**src/rtl/if_pipe_pkg.sv**
```systemverilog
// Shared types and constants for the instruction-fetch pipeline control.
// Optional perf counters in the top are enabled by IF_PIPE_CTRL_PERF_EN.
package if_pipe_pkg;

    localparam int REG_ADDR_W = 4;
    localparam int PC_W       = 16;

    localparam logic [PC_W-1:0] NOP = 16'h0000;

    typedef enum logic [1:0] {
        ST_RUN,
        ST_FLUSH,
        ST_WAIT
    } state_t;

endpackage

```
**src/rtl/if_hazard_detect.sv**
```systemverilog
// Load-use hazard detect between the instruction in ID and a load in EX.
// Purely combinational.
module if_hazard_detect
    import if_pipe_pkg::*;
(
    input  logic [REG_ADDR_W-1:0] id_rs1,
    input  logic [REG_ADDR_W-1:0] id_rs2,
    input  logic                  id_uses_rs1,
    input  logic                  id_uses_rs2,
    input  logic                  ex_is_load,
    input  logic [REG_ADDR_W-1:0] ex_rd,
    output logic                  hazard
);

    logic hit1;
    logic hit2;

    // r0 is never written, so a load to r0 cannot create a dependency
    always_comb begin
        hit1   = id_uses_rs1 && (id_rs1 == ex_rd);
        hit2   = id_uses_rs2 && (id_rs2 == ex_rd);
        hazard = ex_is_load && (ex_rd != '0) && (hit1 || hit2);
    end

endmodule

```
**src/rtl/if_pipe_ctrl.sv**
```systemverilog
// Fetch/decode pipeline controller: redirect flush, load-use stall, imem wait.
// Define IF_PIPE_CTRL_PERF_EN to add stall_cnt/flush_cnt counters.
module if_pipe_ctrl
    import if_pipe_pkg::*;
#(
    parameter int FLUSH_CYCLES = 1,
    parameter int WAIT_TIMEOUT = 255
) (
    input  logic                  clk,
    input  logic                  reset_n,
    input  logic [REG_ADDR_W-1:0] id_rs1,
    input  logic [REG_ADDR_W-1:0] id_rs2,
    input  logic                  id_uses_rs1,
    input  logic                  id_uses_rs2,
    input  logic                  ex_is_load,
    input  logic [REG_ADDR_W-1:0] ex_rd,
    input  logic                  branch_taken,
    input  logic [PC_W-1:0]       branch_target,
    input  logic                  imem_busy,
    output logic                  pc_we,
    output logic                  pc_sel,
    output logic [PC_W-1:0]       pc_redirect,
    output logic                  ifid_we,
    output logic                  ifid_flush,
    output logic                  idex_bubble,
    output logic                  wait_err
`ifdef IF_PIPE_CTRL_PERF_EN
    ,
    output logic [15:0]           stall_cnt,
    output logic [15:0]           flush_cnt
`endif
);

    state_t          state;
    state_t          state_n;
    logic [2:0]      fcnt;
    logic [2:0]      fcnt_n;
    logic [15:0]     wcnt;
    logic [15:0]     wcnt_n;
    logic            pend;
    logic            pend_n;
    logic [PC_W-1:0] ptgt;
    logic [PC_W-1:0] ptgt_n;
    logic            err_n;

    logic            hazard;
    logic            redir;
    logic [PC_W-1:0] rtgt;

    logic            r_pc_we;
    logic            r_pc_sel;
    logic [PC_W-1:0] r_redirect;
    logic            r_ifid_we;
    logic            r_flush;
    logic            r_bubble;

    if_hazard_detect u_hazard (
        .id_rs1      (id_rs1),
        .id_rs2      (id_rs2),
        .id_uses_rs1 (id_uses_rs1),
        .id_uses_rs2 (id_uses_rs2),
        .ex_is_load  (ex_is_load),
        .ex_rd       (ex_rd),
        .hazard      (hazard)
    );

    // State, counters, pending redirect and sticky timeout flag
    always_ff @(posedge clk or negedge reset_n) begin
        if (!reset_n) begin
            state    <= ST_RUN;
            fcnt     <= '0;
            wcnt     <= '0;
            pend     <= 1'b0;
            ptgt     <= NOP;
            wait_err <= 1'b0;
        end else begin
            state    <= state_n;
            fcnt     <= fcnt_n;
            wcnt     <= wcnt_n;
            pend     <= pend_n;
            ptgt     <= ptgt_n;
            wait_err <= err_n;
        end
    end

    // Next state and raw control outputs from state and live inputs
    always_comb begin
        state_n    = state;
        fcnt_n     = fcnt;
        wcnt_n     = wcnt;
        pend_n     = pend;
        ptgt_n     = ptgt;
        err_n      = wait_err;
        redir      = 1'b0;
        rtgt       = NOP;
        r_pc_we    = 1'b0;
        r_pc_sel   = 1'b0;
        r_redirect = NOP;
        r_ifid_we  = 1'b0;
        r_flush    = 1'b0;
        r_bubble   = 1'b0;

        unique case (state)
            ST_RUN: begin
                if (branch_taken) begin
                    redir = 1'b1;
                    rtgt  = branch_target;
                end else if (imem_busy) begin
                    r_bubble = 1'b1;
                    state_n  = ST_WAIT;
                    wcnt_n   = '0;
                end else if (hazard) begin
                    r_bubble = 1'b1;
                end else begin
                    r_pc_we   = 1'b1;
                    r_ifid_we = 1'b1;
                end
            end
            ST_FLUSH: begin
                // wrong-path branches are ignored here
                r_pc_we   = 1'b1;
                r_ifid_we = 1'b1;
                r_flush   = 1'b1;
                r_bubble  = 1'b1;
                fcnt_n    = fcnt - 3'd1;
                if (fcnt_n == '0) begin
                    state_n = imem_busy ? ST_WAIT : ST_RUN;
                    wcnt_n  = '0;
                end
            end
            ST_WAIT: begin
                if (imem_busy) begin
                    r_bubble = 1'b1;
                    if (branch_taken) begin
                        pend_n = 1'b1;
                        ptgt_n = branch_target;
                    end
                    if (wcnt != 16'hFFFF) begin
                        wcnt_n = wcnt + 16'd1;
                    end
                    if (wcnt_n == 16'(WAIT_TIMEOUT)) begin
                        err_n = 1'b1;
                    end
                end else begin
                    // a branch seen on the release cycle is the newest one
                    pend_n  = 1'b0;
                    state_n = ST_RUN;
                    if (branch_taken) begin
                        redir = 1'b1;
                        rtgt  = branch_target;
                    end else if (pend) begin
                        redir = 1'b1;
                        rtgt  = ptgt;
                    end else begin
                        r_pc_we   = 1'b1;
                        r_ifid_we = 1'b1;
                    end
                end
            end
            default: begin
                state_n = ST_RUN;
            end
        endcase

        if (redir) begin
            r_pc_we    = 1'b1;
            r_pc_sel   = 1'b1;
            r_redirect = rtgt;
            r_ifid_we  = 1'b1;
            r_flush    = 1'b1;
            r_bubble   = 1'b1;
            if (FLUSH_CYCLES > 1) begin
                state_n = ST_FLUSH;
                fcnt_n  = 3'(FLUSH_CYCLES - 1);
            end else begin
                state_n = ST_RUN;
                fcnt_n  = '0;
            end
        end
    end

    // Reset holds every control output inactive
    always_comb begin
        pc_we       = r_pc_we   && reset_n;
        pc_sel      = r_pc_sel  && reset_n;
        ifid_we     = r_ifid_we && reset_n;
        ifid_flush  = r_flush   && reset_n;
        idex_bubble = r_bubble  && reset_n;
        pc_redirect = reset_n ? r_redirect : NOP;
    end

`ifdef IF_PIPE_CTRL_PERF_EN
    // Saturating counts of bubble and flush cycles
    always_ff @(posedge clk or negedge reset_n) begin
        if (!reset_n) begin
            stall_cnt <= '0;
            flush_cnt <= '0;
        end else begin
            if (idex_bubble && stall_cnt != 16'hFFFF) begin
                stall_cnt <= stall_cnt + 16'd1;
            end
            if (ifid_flush && flush_cnt != 16'hFFFF) begin
                flush_cnt <= flush_cnt + 16'd1;
            end
        end
    end
`endif

endmodule

```
**config.mk**
```make
export PLATFORM = sky130hd
export DESIGN_NAME = if_pipe_ctrl
export DESIGN_NICKNAME = d
export VERILOG_FILES = /design/src/rtl/if_pipe_pkg.sv /design/src/rtl/if_hazard_detect.sv /design/src/rtl/if_pipe_ctrl.sv
export SDC_FILE = /design/constraint.sdc
export NUM_CORES = 1
export LEC_CHECK = 0
export ABC_AREA = 0
export CAP_MARGIN = 20
export CORE_AREA = 2 2 81 83
export DETAILED_ROUTE_END_ITERATION = 6
export DIE_AREA = 0 0 83 85
export SYNTH_ARGS = -nofsm -noshare
export SYNTH_HDL_FRONTEND = slang
export SYNTH_SLANG_ARGS = --single-unit
export TNS_END_PERCENT = 1
```
**constraint.sdc**
```tcl
create_clock -name clk -period 2.2 [get_ports clk]
set_input_delay 0.44 -clock clk [delete_from_list [all_inputs] [get_ports clk]]
set_output_delay 0.44 -clock clk [all_outputs]
set_load 0.01 [all_outputs]
```
==> reports/metrics.cfg, run 1 <==
[run_status]
outcome=complete, no violations

[critical_path]
slowest_delay_ns=0.24
required_ns=1.76
r2r_end=wait_err$_DFFE_PN0P_
cp_max_fo=2
worstReg2RegStart=wcnt[0]$_DFFE_PN0P_
path_buf_inv=3
reg2reg_slack_ns=0.24
slowest_stage=dlygate4sd2_1
crit_type=in2out
cp_top_family=buffers and inverters
crit_arrival_ns=1.73
endpoint_kind=primary output
crit_path_cell_trace=dlygate4sd2_1, xor2_1, nor3_2, a31oi_1, o41ai_2, buf_4, o21a_1, buf_2
worst_setup_path_start_kind=input pin
r2r_cells=7

[synthesis]
synth_top_family_by_area=compound AO/OA/AOI/OAI gates
synth_commonest_cells=dfrtp_1 (35), nor2_1 (21), o21ai_0 (19)
synthSimpleGateAreaFrac_pct=18.7
synth_area_leaders=dfrtp_1 (42%), mux2_2 (9.2%), a22oi_1 (5.8%)
syn-num-nets=261
synthAdderAreaFrac_pct=0.600
muxShareOfSynthArea_pct=9.66
synthXorXnorAreaFrac_pct=4.62
dominantRegCellSynth=dfrtp_1
avgSynthCellArea_sq_um=9.26
syn_area_sq_um=2080
yosys.cell_types.count=38
async_flop_share_pct=100
yosys_warnings=0
yosysSeqAreaShare_pct=42.0
ys_ff_latch=35
synth_compound_area_share_pct=19.7
synth_top_cell_by_area=dfrtp_1
synth_edf_count=0
netlist_instances=225
synthDominantCellAreaShare_pct=42.0
synth_most_common_cell=dfrtp_1

[detailed_routing]
wire_per_inst_um=14.2
vias=1948
drc=0
drtAntennaViolNets=0
avgViaCountPerCell=5.26
dr.pass1.iters=4
routed_wl_mm=5.27
drt_first_iter_violations=107

[final_layout]
seqCellArea_sq_um=877
nFillCells=593
final_util_pct=45.6
stdcell_count=370
num-nets-final=330
area_delta_synth_final_pct=35.6
antennaDiodeCount=0
stdcell_area_sq_um=2830
multi_input_area_sq_um=1130
drive_above_1_share_pct=22.9

[sta]
max-slew-margin-rel_pct=75.4
hold_ws_ns=0.143
setup_violations=0
min_period_ns=2.17
final.setup_skew_ns=0.00780
hold_viol=0
slew_violations=0
layout_setup_ws_ns=0.0271
tightest_slew_ns=0.365
rsz0062_at_grt=true
post-route-period-util_pct=98.8
fmax_mhz=460

[min_path]
hold_path_class=in2async

[floorplanning]
start_util_pct=33.6
die_y_um=85
rows=29
ios=57
fp.dieArea_sq_um=7060
core-area_sq_um=6200
die_w_um=83

[job]
drv_cap=0

[place]
dpl_cell_area_sq_um=2810
place_hpwl_mm=3.79
portBuffers=56
placed_cells=363
place_congestion=0.864
preCtsSetupSlack_ns=-0.759

[grt]
grt_pass1_vias=1858
globalRouteOverflowTotal=0
antenna_found_initial=0
grt_usage_pct=15.2
grt_pass1_wl_mm=8.94
grt_start_max_net_pins=20

[clock_tree]
cts_tree=yes
root_buffer=clkbuf_8
clock_latency_ns=0.28
h-tree-depth=2
cts_sinks=35
cts_max_path_buffers=2
cts_made_buffers=5
cts.clk_slew.worst_paths_ns=0.06

[power]
cellPowerDensity_nw_per_um2=530
p_leak_nw=1.27
worst_ir_drop_vdd_v=0.000235

## worst max-delay path by stage
stage	startpoint	end	cells past startpoint
floorplan	ex_rd[1]	pc_we	6
global placement	ex_rd[2]	ifid_we	8
detailed placement	ex_rd[2]	ifid_we	8
CTS	id_rs2[2]	idex_bubble	8
global route	id_rs2[2]	idex_bubble	8
finish	id_rs2[2]	idex_bubble	8
## metrics by stage
step,total power (W),setup TNS (ns)
5_1_grt,0.00160,-0.0773
2_1_floorplan,0.000941,0
4_1_cts,0.00152,-0.104
3_3_place_gp,0.00111,-6.93
6_report,0.00150,0
3_5_place_dp,0.00112,-7.12
## worst reg2reg max path, delay by kind of cell (launching register included)
family	cells	cell delay, ns
adders and majority gates	1	0.26
and+or+nand+nor	4	0.92
DFF	1	0.41
AOI/OAI and AO/OA	2	0.29
## layout by cell type, fill, tap and decap left out, types with 2 or more instances in the layout
| cell type | count |
|---|---|
| o21a_1 | 2 |
| nand4_1 | 6 |
| nand2_1 | 16 |
| clkbuf_8 | 5 |
| dlymetal6s2s_1 | 2 |
| clkdlybuf4s50_1 | 19 |
| and3_1 | 4 |
| dfrtp_1 | 34 |
| a31oi_1 | 4 |
| clkbuf_2 | 7 |
| o22ai_1 | 2 |
| a21oi_1 | 13 |
| and2_4 | 2 |
| a41oi_1 | 2 |
| xnor2_1 | 3 |
| buf_2 | 8 |
| nand2b_1 | 2 |
| a22oi_1 | 16 |
| clkdlybuf4s15_1 | 5 |
| xor2_1 | 7 |
| dlygate4sd2_1 | 14 |
| nand3_1 | 10 |
| inv_1 | 7 |
| o31ai_1 | 3 |
| buf_4 | 20 |
| and4_1 | 3 |
| nor4_1 | 4 |
| mux2_2 | 17 |
| o21ai_0 | 19 |
| nor2_1 | 21 |
## report_power, final
part           switching [W]  internal [W]
Combinational       0.000141      0.000179
Sequential         0.0000435      0.000724
Clock               0.000200      0.000210
Total               0.000385       0.00111
## sequential cells by signal, indices dropped and copies added (netlist names)
signal,flops
state,1
pend,1
ptgt,16
wcnt,16
wait_err,1
## per-layer routing
| metal | part of all wire [%] | vias up | track usage (%) |
|---|---|---|---|
| met5 | 0 | - | 0 |
| met4 | 0.53 | 0 | 3.28 |
| met3 | 4.6 | 4 | 3.99 |
| met2 | 48 | 55 | 24.9 |
| met1 | 47 | 920 | 20.4 |
| li1 | - | 969 | - |
## timing repair
item | CTS | global route
cloned | 0 | 0
resized for setup | 64 | 20
setup buffers | 1 | 0
pin swaps | 9 | 6
hold buffers | 0 | 0
setup endpoints to repair | 21 | 21
## layout make-up
type | count | share of cell area, %
Clock buffer | 6 | 2.57
Inverter | 7 | 0.930
Multi-Input combinational cell | 169 | 40.0
Sequential cell | 35 | 31.0
Tap cell | 77 | 3.41
Timing Repair Buffer | 76 | 22.1
## kinds of logic (layout without fill, tap and decap cells)
group,count (synthesis),after routing
adder cells (fa/ha/maj),1,1
XOR/XNOR,11,11
flip-flops,35,35
AO/OA/AOI/OAI,65,65
AND/OR/NAND/NOR,74,74
multiplexers,18,18
buffers and inverters,21,89
Power figures use the tool's default switching activity.
==> run 2: changes to the inputs <==
REMOVE_ABC_BUFFERS = 1   (was not set)
==> run 2 against run 1 <==
Compared with the run above: core utilization grew 0.10 points; critical path type unchanged; sequential cell count unchanged; setup slack lost 0.0088 ns; clock power rose by 15%.
==> reports/metrics.cfg, run 2 (same netlist as run 1, synthesis figures left out) <==
[sta]
layout_setup_ws_ns=0.0182  ; was 0.0271 ns
post-route-period-util_pct=99.2  ; was 98.8%
hold_viol=0  ; unchanged
final.setup_skew_ns=0.00381  ; was 0.00780 ns
rsz0062_at_grt=true  ; unchanged
min_period_ns=2.18  ; was 2.17 ns
tightest_slew_ns=0.455  ; was 0.365 ns
setup_violations=0  ; unchanged
max-slew-margin-rel_pct=69.4  ; was 75.4%
fmax_mhz=458  ; was 460 MHz
hold_ws_ns=0.137  ; was 0.143 ns
slew_violations=0  ; unchanged

[place]
dpl_cell_area_sq_um=2800  ; was 2810 sq um
place_congestion=0.880  ; was 0.864
portBuffers=56  ; unchanged
place_hpwl_mm=3.76  ; was 3.79 mm
preCtsSetupSlack_ns=-0.806  ; was -0.759 ns

[run_status]
outcome=complete, no violations  ; unchanged

[critical_path]
endpoint_kind=primary output  ; unchanged
crit_type=in2out  ; unchanged
cp_max_fo=2  ; unchanged
crit_arrival_ns=1.74  ; was 1.73 ns
required_ns=1.76  ; about the same
worst_setup_path_start_kind=input pin  ; unchanged

[grt]
grt_start_max_net_pins=26  ; was 20
grt_pass1_wl_mm=8.76  ; was 8.94 mm
globalRouteOverflowTotal=0  ; unchanged
antenna_found_initial=0  ; unchanged
grt_pass1_vias=1856  ; was 1858
grt_usage_pct=15.2  ; about the same

[floorplanning]
fp.dieArea_sq_um=7060  ; unchanged
rows=29  ; unchanged
ios=57  ; unchanged
die_w_um=83  ; unchanged
die_y_um=85  ; unchanged
start_util_pct=33.6  ; unchanged
core-area_sq_um=6200  ; unchanged

[final_layout]
reg_top3=ptgt x16, wcnt x16  ; unchanged
final_common_cell=dfrtp_1  ; unchanged
layout_common_cells=dfrtp_1 (34), nor2_1 (21), dlygate4sd2_1 (21), clkdlybuf4s50_1 (20), o21ai_0 (19)  ; was dfrtp_1 (34), nor2_1 (21), buf_4 (20), o21ai_0 (19), clkdlybuf4s50_1 (19)
num-nets-final=329  ; was 330
antennaDiodeCount=0  ; unchanged
area_delta_synth_final_pct=35.9  ; was 35.6%
drive_above_1_share_pct=21.8  ; was 22.9%
stdcell_area_sq_um=2830  ; about the same

[power]
pwr-share-seq_pct=49.3  ; was 51.2%
power.total_w=0.00155  ; was 0.00150 W
p_clk_share_pct=30.4  ; was 27.4%
p_switching_w=0.000406  ; was 0.000385 W
cellPowerDensity_nw_per_um2=548  ; was 530 nW/um^2
p_leak_nw=1.27  ; about the same
p_sw_share_pct=26.1  ; was 25.7%
worst_ir_drop_vdd_v=0.000213  ; was 0.000235 V
power_frac_comb_pct=20.3  ; was 21.4%
p_int_w=0.00115  ; was 0.00111 W

[detailed_routing]
drtAntennaViolNets=0  ; unchanged
wire_per_inst_um=14.3  ; was 14.2 um
routed_wl_mm=5.29  ; was 5.27 mm
drc=0  ; unchanged
vias=1940  ; was 1948
dr.pass1.iters=4  ; unchanged
drt_first_iter_violations=139  ; was 107
avgViaCountPerCell=5.24  ; was 5.26

[clock_tree]
cts_sinks=35  ; unchanged
h-tree-depth=2  ; unchanged
clock_latency_ns=0.29  ; was 0.28 ns
cts.clk_slew.worst_paths_ns=0.07  ; was 0.06 ns
cts_max_path_buffers=2  ; unchanged
cts_tree=yes  ; unchanged
cts_made_buffers=5  ; unchanged
root_buffer=clkbuf_8  ; unchanged

[job]
drv_cap=0  ; unchanged

[min_path]
hold_path_class=in2async  ; unchanged

-- run 2: cell types whose count changed in the layout (fill, tap and decap cells not counted), sizes merged --
cell | previous run | this run
dlygate4sd2 | 14 | 21
clkdlybuf4s15 | 5 | 2
clkinv | 0 | 1
clkdlybuf4s50 | 19 | 20
dlymetal6s2s | 2 | 0
clkbuf | 13 | 9
-- run 2: path summary, 6_finish.rpt --
check / cells after the start / slack, ns / from / to
max in group asynchronous: 2 / 1.75 / reset_n / ptgt[0]$_DFFE_PN0P_
worst min register to register: 2 / 0.48 / wait_err$_DFFE_PN0P_ / wait_err$_DFFE_PN0P_
worst max-delay path: 8 / 0.02 / id_rs2[2] / idex_bubble
worst min-delay path: 2 / 0.14 / reset_n / pend$_DFFE_PN0P_
min in group clk: 2 / 0.48 / wait_err$_DFFE_PN0P_ / wait_err$_DFFE_PN0P_
worst max register to register: 7 / 0.25 / wcnt[0]$_DFFE_PN0P_ / wait_err$_DFFE_PN0P_
-- run 2: power groups by stage --
| stage | Sequential [W] | Combinational [W] | Clock (W) |
|---|---|---|---|
| floorplan | 0.000767 | 0.000163 | 0 |
| global placement | 0.000772 | 0.000332 | 0 |
| detailed placement | 0.000775 | 0.000336 | 0 |
| CTS | 0.000763 | 0.000318 | 0.000494 |
| global route | 0.000773 | 0.000349 | 0.000522 |
| finish | 0.000765 | 0.000315 | 0.000472 |
-- run 2: metrics by stage --
step | setup TNS, ns | util, % | cells
floorplan | 0 | - | 211
global placement | -7.79 | 45.1 | 362
detailed placement | -7.51 | 45.1 | 362
CTS | -0.253 | 45.7 | 370
global route | -0.0324 | 45.7 | 370
finish | 0 | 45.7 | 370
-- run 2: layout make-up --
type                       count  area, sq um
tap                           77         96.3
inverter                       7         26.3
multi-input combinational    169         1120
clock inverter                 1         5.00
clock buffer                   6         82.6
timing repair buffer          75          622
sequential                    35          877
fill                         613         3370
-- run 2: metal layers --
layer | vias to the layer above | GRT usage (%) | share of wire, %
met1 | 909 | 19.9 | 48
met2 | 62 | 25.4 | 45
met5 | - | 0 | 0
met4 | 0 | 4.02 | 1.1
met3 | 7 | 3.50 | 5.1
li1 | 962 | - | -
-- run 2: what timing repair did --
item	4_1_cts	5_1_grt
pin swaps	9	8
setup endpoints to repair	21	17
buffers inserted	1	0
gates resized for setup	65	10
hold buffers	0	0
-- run 2: worst max-delay path, stage by stage --
cell             delay [ns]
clkdlybuf4s15_1        0.17
xor2_1                 0.14
nor3_1                 0.20
a31oi_1                0.13
o41ai_2                0.27
buf_4                  0.17
o21a_1                 0.12
buf_6                  0.10
==> patch 1: new RTL, config.mk and constraints of run 2 <==
Add a define of `IF_PIPE_CTRL_PERF_EN`.
--- a/src/rtl/if_pipe_ctrl.sv
+++ b/src/rtl/if_pipe_ctrl.sv
@@ -2,2 +2,4 @@
 // Define IF_PIPE_CTRL_PERF_EN to add stall_cnt/flush_cnt counters.
+`define IF_PIPE_CTRL_PERF_EN
+
 module if_pipe_ctrl
Formal check against the unedited RTL (old outputs only; new: flush_cnt and stall_cnt): equivalent (equiv_simple and equiv_induct, registers matched by name and starting in step).
==> patch 1 against run 2 <==
Global-route usage increased by 13 points. Clock skew is 0.011 ns higher. Clock power rose to 2.7 times the old value. Design area up 83%. Power up 140%. Worst hold slack improved by 0.055 ns. Largest cell class unchanged. The run now ends with setup timing left. Synthesized area grew 81%. Setup slack worse by 0.13 ns. Wire length up 88%. Combinational power rose to 2.8 times the old value. Sequential cell count grew 32. Highest routed layer unchanged. Critical path depth fell by 1.
==> patch 1: results (changes against run 2) <==
outcome: "finished with violations"  # was complete, no violations
failed_checks: "setup timing"
setup_ws_ns: -0.113  # was 0.0182 ns
hp-class: "primary input to async pin"  # unchanged
ir_drop_uv: 438  # was 213 uV
async_flop_share_pct: 100  # unchanged
arrival_ns: 1.87  # was 1.74 ns
grt_pass1_wl_mm: 16.4  # was 8.76 mm
grt_pass1_vias: 3333  # was 1856
synth.area.top_cells: "dfrtp_1 45%, xnor2_1 6.5%, mux2_2 5.4%"  # was dfrtp_1 42%, mux2_2 9.2%, a22oi_1 5.8%
hpwl_mm: 6.67  # was 3.76 mm
setup_violations: 2  # was 0
drtIter0Drc: 266  # was 139
clk_latency_ns: 0.35  # was 0.29 ns
power.leakage_nw: 2.24  # was 1.27 nW
cpMaxStageDelayCell: "clkdlybuf4s50_1"  # was o41ai_2
grt_usage_pct: 28.6  # was 15.2%
routedWlPerCell_microns: 17.2  # was 14.3 microns
routabilityCongestion: 0.894  # was 0.880
dp_slack_ns: -0.626  # was -0.806 ns
p_int_mw: 2.70  # was 1.15 mW
root_buffer: "clkbuf_8"  # unchanged
drive_gt1_share_pct: 19.6  # was 21.8%
synth_mux_area_share_pct: 5.94  # was 9.66%
worstReg2RegStart: "wcnt[0]$_DFFE_PN0P_"  # unchanged
path_delay_family: "buffers and inverters"  # was compound AO/OA/AOI/OAI gates
drt_first_pass_iters: 5  # was 4
fin_skew_ns: 0.0149  # was 0.00381 ns
place_area_sq_mm: 0.00483  # was 0.00280 sq mm
fin_nets: 534  # was 329
synthTopCellsByCount: "67 x dfrtp_1, 34 x nor2_1, 30 x nand2_1"  # was 35 x dfrtp_1, 21 x nor2_1, 19 x o21ai_0
netlist-cell-type-count: 58  # was 38
synthAdderAreaFrac_pct: 0.996  # was 0.600%
io_buffers: 88  # was 56
synthXorXnorAreaFrac_pct: 9.30  # was 4.62%
reg2reg_to: "wcnt[5]$_DFFE_PN0P_"  # was wait_err$_DFFE_PN0P_
r2r_slack_ns: 0.11  # was 0.25 ns
grt_max_degree: 49  # was 26
worst-slew-pin-transition_ns: 0.540  # was 0.455 ns
viasPerCell: 6.03  # was 5.24
yosysSeqAreaShare_pct: 44.5  # was 42.0%
synth_compound_area_share_pct: 13.4  # was 19.7%
crit_path_max_incr_delay_ns: 0.49  # was 0.27 ns
cts_buffers: 9  # was 5
htree_levels: 3  # was 2
## patch 1: through the flow
stage | setup TNS, ns | cells | hold WS [ns] | power [mW] | utilization (%)
after floorplan | 0 | 366 | 0.144 | 1.99 | -
after global placement | -8.90 | 555 | 0.268 | 2.45 | 77.8
after detailed placement | -11.79 | 555 | 0.270 | 2.49 | 77.8
after CTS | -0.238 | 578 | 0.195 | 3.77 | 82.6
after global routing | -0.429 | 578 | 0.210 | 3.95 | 83.4
final | -0.136 | 578 | 0.192 | 3.78 | 83.4
## patch 1: power groups by stage
stage	Clock, mW	Sequential (mW)	Combinational [mW]
final	1.28	1.61	0.886
after global routing	1.35	1.63	0.960
after CTS	1.29	1.60	0.878
after detailed placement	0	1.63	0.867
after global placement	0	1.62	0.837
after floorplan	0	1.63	0.357
## patch 1: kinds of logic (layout without fill, tap and decap cells)
kind of cell,count (synthesis),count (layout)
AND/OR/NAND/NOR,151,151
multiplexers,20,20
adder cells (fa/ha/maj),3,3
XOR/XNOR,40,40
flip-flops,67,67
AO/OA/AOI/OAI,74,74
buffers and inverters,32,146
## patch 1: cell type report
type,count,area [sq um],share of cell area (%)
flip-flops and latches,67,1680,32.4
multi-input cells,288,2010,38.9
clock buffers,10,138,2.66
repair buffers,119,1100,21.3
well taps,77,96.3,1.86
inverters,11,41.3,0.797
clock inverters,6,111,2.15
## patch 1: worst max path at each step
stage,startpoint,end
2_1_floorplan,stall_cnt[0]$_DFFE_PN0P_,stall_cnt[1]$_DFFE_PN0P_
3_3_place_gp,ex_rd[1],ifid_we
3_5_place_dp,ex_rd[0],ifid_we
4_1_cts,state[1]$_DFFE_PN0P_,pc_redirect[14]
5_1_grt,id_rs1[3],ifid_we
6_report,id_rs1[3],ifid_we
## patch 1: metal layers
layer | up-vias | track usage [%] | share of wire [%]
li1 | 1610 | - | -
met5 | - | 0 | 0
met1 | 1726 | 38.1 | 43
met3 | 11 | 5.45 | 5.5
met4 | 0 | 7.60 | 1.2
met2 | 138 | 48.6 | 50
## patch 1: timing repair
| item | 4_1_cts | 5_1_grt |
|---|---|---|
| resized for setup | 44 | 17 |
| buffers inserted | 5 | 0 |
| hold buffers | 1 | 0 |
| endpoints found under the setup margin | 22 | 25 |
| endpoints found under the hold margin | 4 | 0 |
| cloned | 1 | 0 |
| pin swaps | 5 | 1 |
## patch 1: worst register-to-register path, cell delays in order (launching register included)
cell	delay [ns]
dfrtp_1	0.45
ha_2	0.31
nand2_1	0.20
nor3_4	0.31
nand2b_1	0.26
a41oi_1	0.29
o21ai_1	0.08
o31ai_1	0.08
==> patch 2: new RTL, flow settings as in run 2 <==
Without the edit above. Register the input `branch_target` before use, without a reset. The logic sees it one clock later. The other inputs are not delayed to match.
--- a/src/rtl/if_pipe_ctrl.sv
+++ b/src/rtl/if_pipe_ctrl.sv
@@ -33,2 +33,8 @@
 
+    logic [PC_W-1:0] branch_target_q;
+
+    always_ff @(posedge clk) begin
+        branch_target_q <= branch_target;
+    end
+
     state_t          state;
@@ -106,3 +112,3 @@
                     redir = 1'b1;
-                    rtgt  = branch_target;
+                    rtgt  = branch_target_q;
                 end else if (imem_busy) begin
@@ -135,3 +141,3 @@
                         pend_n = 1'b1;
-                        ptgt_n = branch_target;
+                        ptgt_n = branch_target_q;
                     end
@@ -149,3 +155,3 @@
                         redir = 1'b1;
-                        rtgt  = branch_target;
+                        rtgt  = branch_target_q;
                     end else if (pend) begin
Behaviour: not the same (a bounded check fails within 4 cycles, from zero or initial values and one cycle with reset_n low).
==> patch 2 against run 2 <==
Register-to-register slack worse by 0.03 ns. Highest routed layer unchanged. Power is 28% higher. Sequential cell count is 16 higher. Setup slack worse by 0.0035 ns. Global-route usage is 2.5 points higher. Critical endpoint unchanged. Synthesized area is 23% higher. Design area is 20% higher. Utilization is 9.3 points higher. Count of clock-buffer cells in the layout is 1 lower. Wire length is 18% higher. Final cell count is 13% higher. Clock power is 20% higher.
==> patch 2: results (changes against run 2) <==
drive_gt1_share_pct: 23.4  # was 21.8%
worstReg2RegStart: "wcnt[0]$_DFFE_PN0P_"  # unchanged
grt_pass1_wl_mm: 10.2  # was 8.76 mm
htree_levels: 2  # unchanged
hpwl_mm: 4.52  # was 3.76 mm
drtIter0Drc: 114  # was 139
arrival_ns: 1.75
fin_nets: 377  # was 329
grt.met1_usage_pct: 22.0  # was 19.9%
r2r_slack_ns: 0.22  # was 0.25 ns
met3_usage_pct: 3.21  # was 3.50%
swShare_pct: 27.1  # was 26.1%
routabilityCongestion: 0.801  # was 0.880
pwr-share-clk_pct: 28.5  # was 30.4%
dp.cells: 410  # was 362
use_met2_pct: 32.1  # was 25.4%
path_clk_slew_ns: 0.10  # was 0.07 ns
grt_usage_pct: 17.7  # was 15.2%
synthXorXnorAreaFrac_pct: 3.42  # was 4.62%
power.leakage_nw: 1.52  # was 1.27 nW
cpMaxStageDelayCell: "a2111oi_2"  # was o41ai_2
cellPowerDensity_mw_per_mm2: 584  # was 548 mW/mm^2
synth_mux_area_share_pct: 7.88  # was 9.66%
synthFlopType: "dfrtp_1"  # unchanged
synth.area.top_cells: "dfrtp_1 34%, dfxtp_1 13%, mux2_2 7.5%"  # was dfrtp_1 42%, mux2_2 9.2%, a22oi_1 5.8%
wl_met2_mm: 3.10  # was 2.41 mm
viasPerCell: 5.25  # was 5.24
netlist-cell-type-count: 51  # was 38
yosysSeqAreaShare_pct: 46.8  # was 42.0%
synthTopCellsByCount: "35 x dfrtp_1, 33 x nor2_1, 21 x nand2_1"  # was 35 x dfrtp_1, 21 x nor2_1, 19 x o21ai_0
outcome: "complete, no violations"  # unchanged
reg.largest.list: "branch_target_q x16, ptgt x16, wcnt x16"  # was ptgt x16, wcnt x16
place_area_sq_mm: 0.00332  # was 0.00280 sq mm
crit_path_max_incr_delay_ns: 0.36  # was 0.27 ns
power_frac_seq_pct: 54.6  # was 49.3%
layout.cells.non_filler: 419  # was 370
grt_max_degree: 27  # was 26
reg2reg_to: "wait_err$_DFFE_PN0P_"  # unchanged
synthCells: 269  # was 225
synthAdderAreaFrac_pct: 0.489  # was 0.600%
clock_sinks: 51  # was 35
slew_headroom_pct: 75.2  # was 69.4%
async_flop_share_pct: 68.6  # was 100%
nFillCells: 574  # was 613
dr_wl_met3_microns: 318  # was 272 microns
fin_skew_ns: 0.00911  # was 0.00381 ns
synth_compound_area_share_pct: 18.8  # was 19.7%
maxUsedRoutingLayer: "met4"  # unchanged
postCtsSetupBuffers: 0  # was 1
drt-met1-wl_mm: 2.79  # was 2.56 mm
drt-total-wl_mm: 6.24  # was 5.29 mm
hold_ws_ns: 0.152  # was 0.137 ns
ir_drop_uv: 380  # was 213 uV
grt_pass1_vias: 2151  # was 1856
[patch 2: per-stage QoR]
| stage | TNS (ns) | setup slack [ns] |
|---|---|---|
| 3_3_place_gp | -7.76 | -0.819 |
| 6_report | 0 | 0.0148 |
| 3_5_place_dp | -7.93 | -0.847 |
| 5_1_grt | -0.167 | -0.0791 |
| 2_1_floorplan | 0 | 0.119 |
| 4_1_cts | -0.293 | -0.121 |
[patch 2: repair_timing]
| action | in CTS | in global routing |
|---|---|---|
| setup endpoints to repair | 21 | 4 |
| hold buffers | 0 | 0 |
| pin swaps | 7 | 13 |
| resized for setup | 55 | 29 |
| gates cloned | 0 | 1 |
[patch 2: kinds of logic (layout without fill, tap and decap cells)]
logic type | Yosys count | in the layout
buf+inv | 25 | 98
flops | 51 | 51
compound gates | 73 | 73
simple gates | 91 | 91
xor+xnor | 10 | 10
fa+ha+maj | 1 | 1
mux | 18 | 18
[patch 2: worst max path at each step]
stage                         start           to  slack [ns]
after floorplan           imem_busy  idex_bubble        0.12
after global placement     ex_rd[0]  idex_bubble       -0.82
after detailed placement   ex_rd[0]  idex_bubble       -0.85
after CTS                 id_rs1[1]  idex_bubble       -0.12
after global routing      id_rs1[0]  idex_bubble       -0.08
final                     id_rs1[0]  idex_bubble        0.01
[patch 2: worst register-to-register path: cells and delay by family (launching register included)]
kind	cells	cell delay, ns
AOI/OAI and AO/OA	2	0.44
buffers and inverters	1	0.20
and+or+nand+nor	3	0.61
DFF	1	0.44
adders and majority gates	1	0.25
[patch 2: final cells by class]
cell class,count,area [sq um],area share [%]
Timing Repair Buffer,83,714,21.0
Clock inverter,3,27.5,0.808
Clock buffer,5,68.8,2.02
Multi-Input combinational cell,193,1280,37.5
Tap cell,77,96.3,2.83
Inverter,7,26.3,0.771
Sequential cell,51,1200,35.1
